**src/rtl/aes_pkg.sv**
```systemverilog
// AES shared types and GF(2^8) helpers.
// Used by the InvMixColumns engine (INV_MIX_FWD_MODE_EN adds forward mode).
package aes_pkg;

  typedef logic [7:0] byte_t;
  typedef byte_t [0:3] column_t;
  typedef logic [127:0] state_t;

  typedef enum logic [1:0] {
    IDLE,
    BUSY,
    DONE
  } fsm_t;

  localparam byte_t AES_POLY = 8'h1b;

  function automatic byte_t xtime(input byte_t b);
    return {b[6:0], 1'b0} ^ (b[7] ? AES_POLY : 8'h00);
  endfunction

endpackage

```
**src/rtl/inv_mix_column.sv**
```systemverilog
// Combinational single-column InvMixColumns built on xtime chains.
// INV_MIX_FWD_MODE_EN adds fwd_mode selecting forward MixColumns.
module inv_mix_column
  import aes_pkg::*;
(
`ifdef INV_MIX_FWD_MODE_EN
  input  logic    fwd_mode,
`endif
  input  column_t col,
  output column_t mixed
);

  column_t x1;
  column_t x2;
  column_t x4;
  column_t x8;

  // Doubling chain per byte: x, 2x, 4x, 8x
  always_comb begin
    x1 = col;
    x2 = '0;
    x4 = '0;
    x8 = '0;
    for (int i = 0; i < 4; i++) begin
      x2[i] = xtime(x1[i]);
      x4[i] = xtime(x2[i]);
      x8[i] = xtime(x4[i]);
    end
  end

  // Circulant matrix rows: inverse {0e 0b 0d 09}, forward {02 03 01 01}
  always_comb begin
    mixed = '0;
    for (int r = 0; r < 4; r++) begin
      logic [1:0] r1;
      logic [1:0] r2;
      logic [1:0] r3;
      r1 = 2'(r + 1);
      r2 = 2'(r + 2);
      r3 = 2'(r + 3);
      mixed[r] = (x8[r] ^ x4[r] ^ x2[r])
               ^ (x8[r1] ^ x2[r1] ^ x1[r1])
               ^ (x8[r2] ^ x4[r2] ^ x1[r2])
               ^ (x8[r3] ^ x1[r3]);
`ifdef INV_MIX_FWD_MODE_EN
      if (fwd_mode) begin
        mixed[r] = x2[r]
                 ^ (x2[r1] ^ x1[r1])
                 ^ x1[r2]
                 ^ x1[r3];
      end
`endif
    end
  end

endmodule

```
**src/rtl/inv_mix_columns_seq.sv**
```systemverilog
// Sequential AES InvMixColumns, one column per cycle, valid/ready in and out.
// Optional INV_MIX_FWD_MODE_EN adds fwd_mode (forward MixColumns per block).
module inv_mix_columns_seq
  import aes_pkg::*;
#(
  parameter int NB = 4
) (
  input  logic            clk,
  input  logic            rst_n,
  input  logic            in_valid,
  output logic            in_ready,
  input  logic [32*NB-1:0] in_data,
`ifdef INV_MIX_FWD_MODE_EN
  input  logic            fwd_mode,
`endif
  output logic            out_valid,
  input  logic            out_ready,
  output logic [32*NB-1:0] out_data
);

  localparam int W = 32 * NB;

  fsm_t         fsm_q;
  fsm_t         fsm_d;
  logic [1:0]   col_cnt;
  logic [W-1:0] state_q;
  logic         accept;
  logic         last_col;
  column_t      col_in;
  column_t      col_out;
`ifdef INV_MIX_FWD_MODE_EN
  logic         fwd_q;
`endif

  assign accept   = in_valid && in_ready;
  assign last_col = (col_cnt == 2'(NB - 1));
  assign out_data = state_q;
  assign col_in   = state_q[W-1-32*int'(col_cnt) -: 32];

  inv_mix_column u_mix (
`ifdef INV_MIX_FWD_MODE_EN
    .fwd_mode (fwd_q),
`endif
    .col      (col_in),
    .mixed    (col_out)
  );

  // FSM state register
  always_ff @(posedge clk or negedge rst_n) begin
    if (!rst_n) begin
      fsm_q <= IDLE;
    end else begin
      fsm_q <= fsm_d;
    end
  end

  // Next state and handshake outputs; DONE can hand off straight to BUSY
  always_comb begin
    fsm_d     = fsm_q;
    in_ready  = 1'b0;
    out_valid = 1'b0;
    unique case (fsm_q)
      IDLE: begin
        in_ready = 1'b1;
        if (in_valid) fsm_d = BUSY;
      end
      BUSY: begin
        if (last_col) fsm_d = DONE;
      end
      DONE: begin
        out_valid = 1'b1;
        in_ready  = out_ready;
        if (out_ready) fsm_d = in_valid ? BUSY : IDLE;
      end
      default: fsm_d = IDLE;
    endcase
  end

  // Datapath: load on accept, rewrite one column per BUSY cycle
  always_ff @(posedge clk or negedge rst_n) begin
    if (!rst_n) begin
      state_q <= '0;
      col_cnt <= '0;
`ifdef INV_MIX_FWD_MODE_EN
      fwd_q   <= 1'b0;
`endif
    end else if (accept) begin
      state_q <= in_data;
      col_cnt <= '0;
`ifdef INV_MIX_FWD_MODE_EN
      fwd_q   <= fwd_mode;
`endif
    end else if (fsm_q == BUSY) begin
      state_q[W-1-32*int'(col_cnt) -: 32] <= col_out;
      col_cnt <= col_cnt + 2'd1;
    end
  end

endmodule
```
**config.mk**
```make
export PLATFORM = sky130hd
export DESIGN_NAME = inv_mix_columns_seq
export DESIGN_NICKNAME = d
export VERILOG_FILES = /design/src/rtl/aes_pkg.sv /design/src/rtl/inv_mix_column.sv /design/src/rtl/inv_mix_columns_seq.sv
export SDC_FILE = /design/constraint.sdc
export NUM_CORES = 1
export LEC_CHECK = 0
export CORE_MARGIN = 5
export CORE_UTILIZATION = 48
export DETAILED_ROUTE_END_ITERATION = 7
export MAX_ROUTING_LAYER = met4
export PLACE_DENSITY = 0.92
export SLEW_MARGIN = 20
export SYNTH_ARGS = -nofsm -noshare
export SYNTH_HDL_FRONTEND = slang
export SYNTH_SLANG_ARGS = --single-unit
```
**constraint.sdc**
```tcl
create_clock -name clk -period 3.5 [get_ports clk]
set_clock_uncertainty 0.15 [all_clocks]
set_input_delay 0.525 -clock clk [delete_from_list [all_inputs] [get_ports clk]]
set_output_delay 0.525 -clock clk [all_outputs]
set_load 0.005 [all_outputs]
```
==> results of run 1 <==
==> worst max-delay path: cells and delay by family (launching register included) <==
kind                   cells  cell delay, ns
AO/OA/AOI/OAI              1            0.16
flip-flops                 1            0.41
XOR/XNOR                   4            1.39
buffers and inverters      2            0.45
multiplexers               1            0.64
==> per-stage QoR <==
step	hold slack, ns	setup WS, ns	cells	cell area, um2
floorplan	0.0794	0.434	688	8320
global placement	0.360	0.122	1148	11300
detailed placement	0.373	0.128	1148	11300
CTS	0.0504	0.0952	1180	11900
global route	0.0790	0.0395	1180	11900
finish	-0.00851	0.154	1180	11900
==> worst max-delay path by stage <==
stage	startpoint	end	slack, ns	cells past startpoint
5_1_grt	col_cnt[0]	out_data[88]	0.04	8
2_1_floorplan	col_cnt[0]	out_data[92]	0.43	8
3_5_place_dp	col_cnt[0]	out_data[126]	0.13	7
4_1_cts	col_cnt[0]	out_data[126]	0.1	7
6_report	col_cnt[0]	out_data[85]	0.15	8
3_3_place_gp	col_cnt[0]	out_data[62]	0.12	7
==> Yosys cell counts <==
master                      number  area (um2)
sky130_fd_sc_hd__a21oi_1         5        25.0
sky130_fd_sc_hd__a22oi_1       128         961
sky130_fd_sc_hd__a2bb2oi_1       1        8.76
sky130_fd_sc_hd__and2_1          1        6.26
sky130_fd_sc_hd__buf_12          2        40.0
sky130_fd_sc_hd__buf_2           9        45.0
sky130_fd_sc_hd__buf_4           1        7.51
sky130_fd_sc_hd__buf_6           3        33.8
sky130_fd_sc_hd__buf_8           1        15.0
sky130_fd_sc_hd__clkbuf_1       41         154
sky130_fd_sc_hd__dfrtp_1       132        3300
sky130_fd_sc_hd__ha_1            4        50.1
sky130_fd_sc_hd__inv_1           2        7.51
sky130_fd_sc_hd__mux4_1          2        52.6
sky130_fd_sc_hd__mux4_2         30         676
sky130_fd_sc_hd__nand2_1         1        3.75
sky130_fd_sc_hd__nand2b_1        2        12.5
sky130_fd_sc_hd__nand3_1         2        10.0
sky130_fd_sc_hd__nand4_1         2        12.5
sky130_fd_sc_hd__nor2_1          4        15.0
sky130_fd_sc_hd__nor2b_1         3        18.8
sky130_fd_sc_hd__o21ai_0        65         325
sky130_fd_sc_hd__o21ai_1        64         320
sky130_fd_sc_hd__o21bai_1        1        7.51
sky130_fd_sc_hd__xnor2_1        99         867
sky130_fd_sc_hd__xnor2_2        10         163
sky130_fd_sc_hd__xnor2_4         4         110
sky130_fd_sc_hd__xnor3_1        22         495
sky130_fd_sc_hd__xnor3_2         4        95.1
sky130_fd_sc_hd__xor2_1         35         307
sky130_fd_sc_hd__xor2_2          3        48.8
sky130_fd_sc_hd__xor2_4          1        27.5
sky130_fd_sc_hd__xor3_1          2        47.6
sky130_fd_sc_hd__xor3_2          2        50.1
==> per-layer routing <==
layer  GRT usage  vias up  routed length (um)
met1       0.374     3618               11100
met5           -        -                   0
met2       0.497      505               14900
li1            -     3087                   -
met3      0.0674       81                2810
met4       0.108        0                 867
==> layout make-up <==
class                           count  area share
Sequential cell                   132       0.278
Timing Repair Buffer              292       0.246
Multi-Input combinational cell    497       0.400
Inverter                            2    0.000631
Clock inverter                     15      0.0164
Clock buffer                       17      0.0358
Tap cell                          225      0.0237
==> registers in the layout, indices dropped and copies added, names as in the netlist <==
| register | cells |
|---|---|
| out_data | 128 |
| col_cnt | 2 |
| fsm_q | 2 |
==> cell families after synthesis <==
logic type,count (synthesis),synth area share
simple gates,15,0.00947
buf+inv,59,0.0364
mux,32,0.0875
xor+xnor,182,0.266
compound gates,264,0.198
flops,132,0.397
fa+ha+maj,4,0.00601
==> implementation parameters, run 1 <==
Parameter                              Value

Timing
  Least-Margin Pin Slew ... 0.854 ns
  Final period demand of the worst path ... 3.35 ns
  Total negative slack ... 0 ns
  Total count of hold-check failures in the final report ... 2
  Unrepaired setup endpoints after global routing ... false
  Setup violation total in the final timing report ... 0
  Relative slew slack ... 0.430
  Period utilisation layout ... 0.956
  Maximum operating frequency ... 299 MHz
  Minimum hold slack ... -0.00851 ns
  Slew Viols, Final ... 0

Die
  Number of primary I/O pins ... 262
  Die area ... 0.0201 mm2
  Initial core utilization ... 0.484
  Horiz. Die Dim ... 142 um
  Core box area ... 0.0172 mm2
  Height of the die ... 142 um
  Number of rows in the core area ... 48

Worst setup path
  Start of the worst register-to-register path ... col_cnt[0]
  Worst reg2reg path depth ... 8
  Required time of the critical path ... 3.64 ns
  Top cell by count, worst path ... sky130_fd_sc_hd__xnor2_1
  Top fanout value on the critical path ... 23
  Endpoint type of the worst setup path ... flip-flop
  Critical Path Slowest Stage Cell ... sky130_fd_sc_hd__mux4_2
  Crit start category ... flip-flop
  Flop-to-flop setup slack ... 0.15 ns
  Ordered list of cells on the worst path ... buf_12 -> mux4_2 -> xnor2_4 -> buf_4 -> xnor2_1 -> xnor3_1 -> xnor2_1 -> o21ai_1
  Largest stage delay on the critical path ... 0.64 ns
  End of the worst register-to-register path ... out_data[85]
  Critical path type ... flip-flop to flip-flop
  Data arrival time of the critical path ... 3.49 ns

Status
  Result of the run ... finished with violations
  Violated checks ... hold timing

Global routing
  Final global-route overflow total ... 0
  Overall track demand over capacity in global routing ... 0.304
  Initial antenna violation count ... 0
  First-pass GRT wire length ... 45200 um
  Pin count of the biggest net entering global routing ... 90
  Vias in the first global route ... 7813

Clock tree
  Longest Clk Path Bufs ... 2
  Setup fix buffers added after clock tree synthesis ... 0
  Total clock sinks ... 132
  Clock tree root driver cell ... sky130_fd_sc_hd__clkbuf_16
  Clock-pin slew of the registers on the worst-case setup and hold paths ... 0.07 ns
  Clk Latency, worst-skew pair ... 0.43 ns
  Number of H-tree levels ... 4
  TritonCTS clock tree ... built
  Cts bufs inserted ... 17
  Hold buffer count at CTS ... 0
  Post-CTS Resized ... 0

Logic synthesis
  Synth Area per Inst ... 12.1 um2
  Sequential fraction of the synthesis area ... 0.397
  Syn. warnings ... 0
  Post-Syn Area ... 0.00832 mm2
  Distinct cells, synth ... 34
  Flops & latches, synth ... 132
  Synthesized netlist cell count ... 688
  Post-Synthesis Net Count ... 824

Finish
  Total area of sequential cells ... 0.00331 mm2
  Most frequent cells in the layout ... sky130_fd_sc_hd__clkdlybuf4s50_1, sky130_fd_sc_hd__dfrtp_1, sky130_fd_sc_hd__a22oi_1, sky130_fd_sc_hd__xnor2_1, sky130_fd_sc_hd__o21ai_0
  Antenna cell count ... 0
  Total of fill cells in the finished design ... 1251
  Fraction of layout cells with a size suffix above 1 ... 0.132
  Area Growth Syn to Fin ... 43.0%
  Final core area utilization ... 0.693
  Total area of multi-input combinational cells ... 0.00476 mm2
  Most common library cell in the layout ignoring fill and taps ... sky130_fd_sc_hd__clkdlybuf4s50_1
  Layout Nets ... 1078

Drt
  Final routed DRC violation total ... 0
  Via/cell ratio ... 6.18
  Final antenna-violating net count ... 0
  Count of TritonRoute iterations in the first routing pass ... 5
  Routed len/inst ... 25.2 um
  Initial DRC count ... 653
  Wire length after detailed routing ... 29700 um
  Detailed-route via count ... 7291

Place
  Routability congestion estimate ... 1.02
  Placed wire-length estimate ... 22300 um
  IO Port Bufs ... 261

Hold path
  Type of the worst min-delay path ... input pin to asynchronous set/reset pin

Job
  Max-cap violation count ... 0
Power of run 1 is not shown: default switching activity piles up to over one toggle a cycle in this logic, so the estimate is an artifact.
==> run 2: changes to the inputs <==
--- a/config.mk
+++ b/config.mk
@@ -10,7 +10,7 @@
 export DETAILED_ROUTE_END_ITERATION = 7
 export MAX_ROUTING_LAYER = met4
 export PLACE_DENSITY = 0.92
-export SLEW_MARGIN = 20
+export SLEW_MARGIN = 10
 export SYNTH_ARGS = -nofsm -noshare
 export SYNTH_HDL_FRONTEND = slang
 export SYNTH_SLANG_ARGS = --single-unit
==> results of run 2 <==
No change in the layout: final DEF, timing and power equal those of run 1.
Power of run 2 is left out for the same reason.
==> run 3: changes to the inputs <==
--- a/config.mk
+++ b/config.mk
@@ -10,6 +10,7 @@
 export DETAILED_ROUTE_END_ITERATION = 7
 export MAX_ROUTING_LAYER = met4
 export PLACE_DENSITY = 0.92
+export SKIP_LAST_GASP = 1
 export SLEW_MARGIN = 10
 export SYNTH_ARGS = -nofsm -noshare
 export SYNTH_HDL_FRONTEND = slang
==> results of run 3 <==
No change in the layout: final DEF, timing and power equal those of run 1.
Power of run 3 is left out for the same reason.
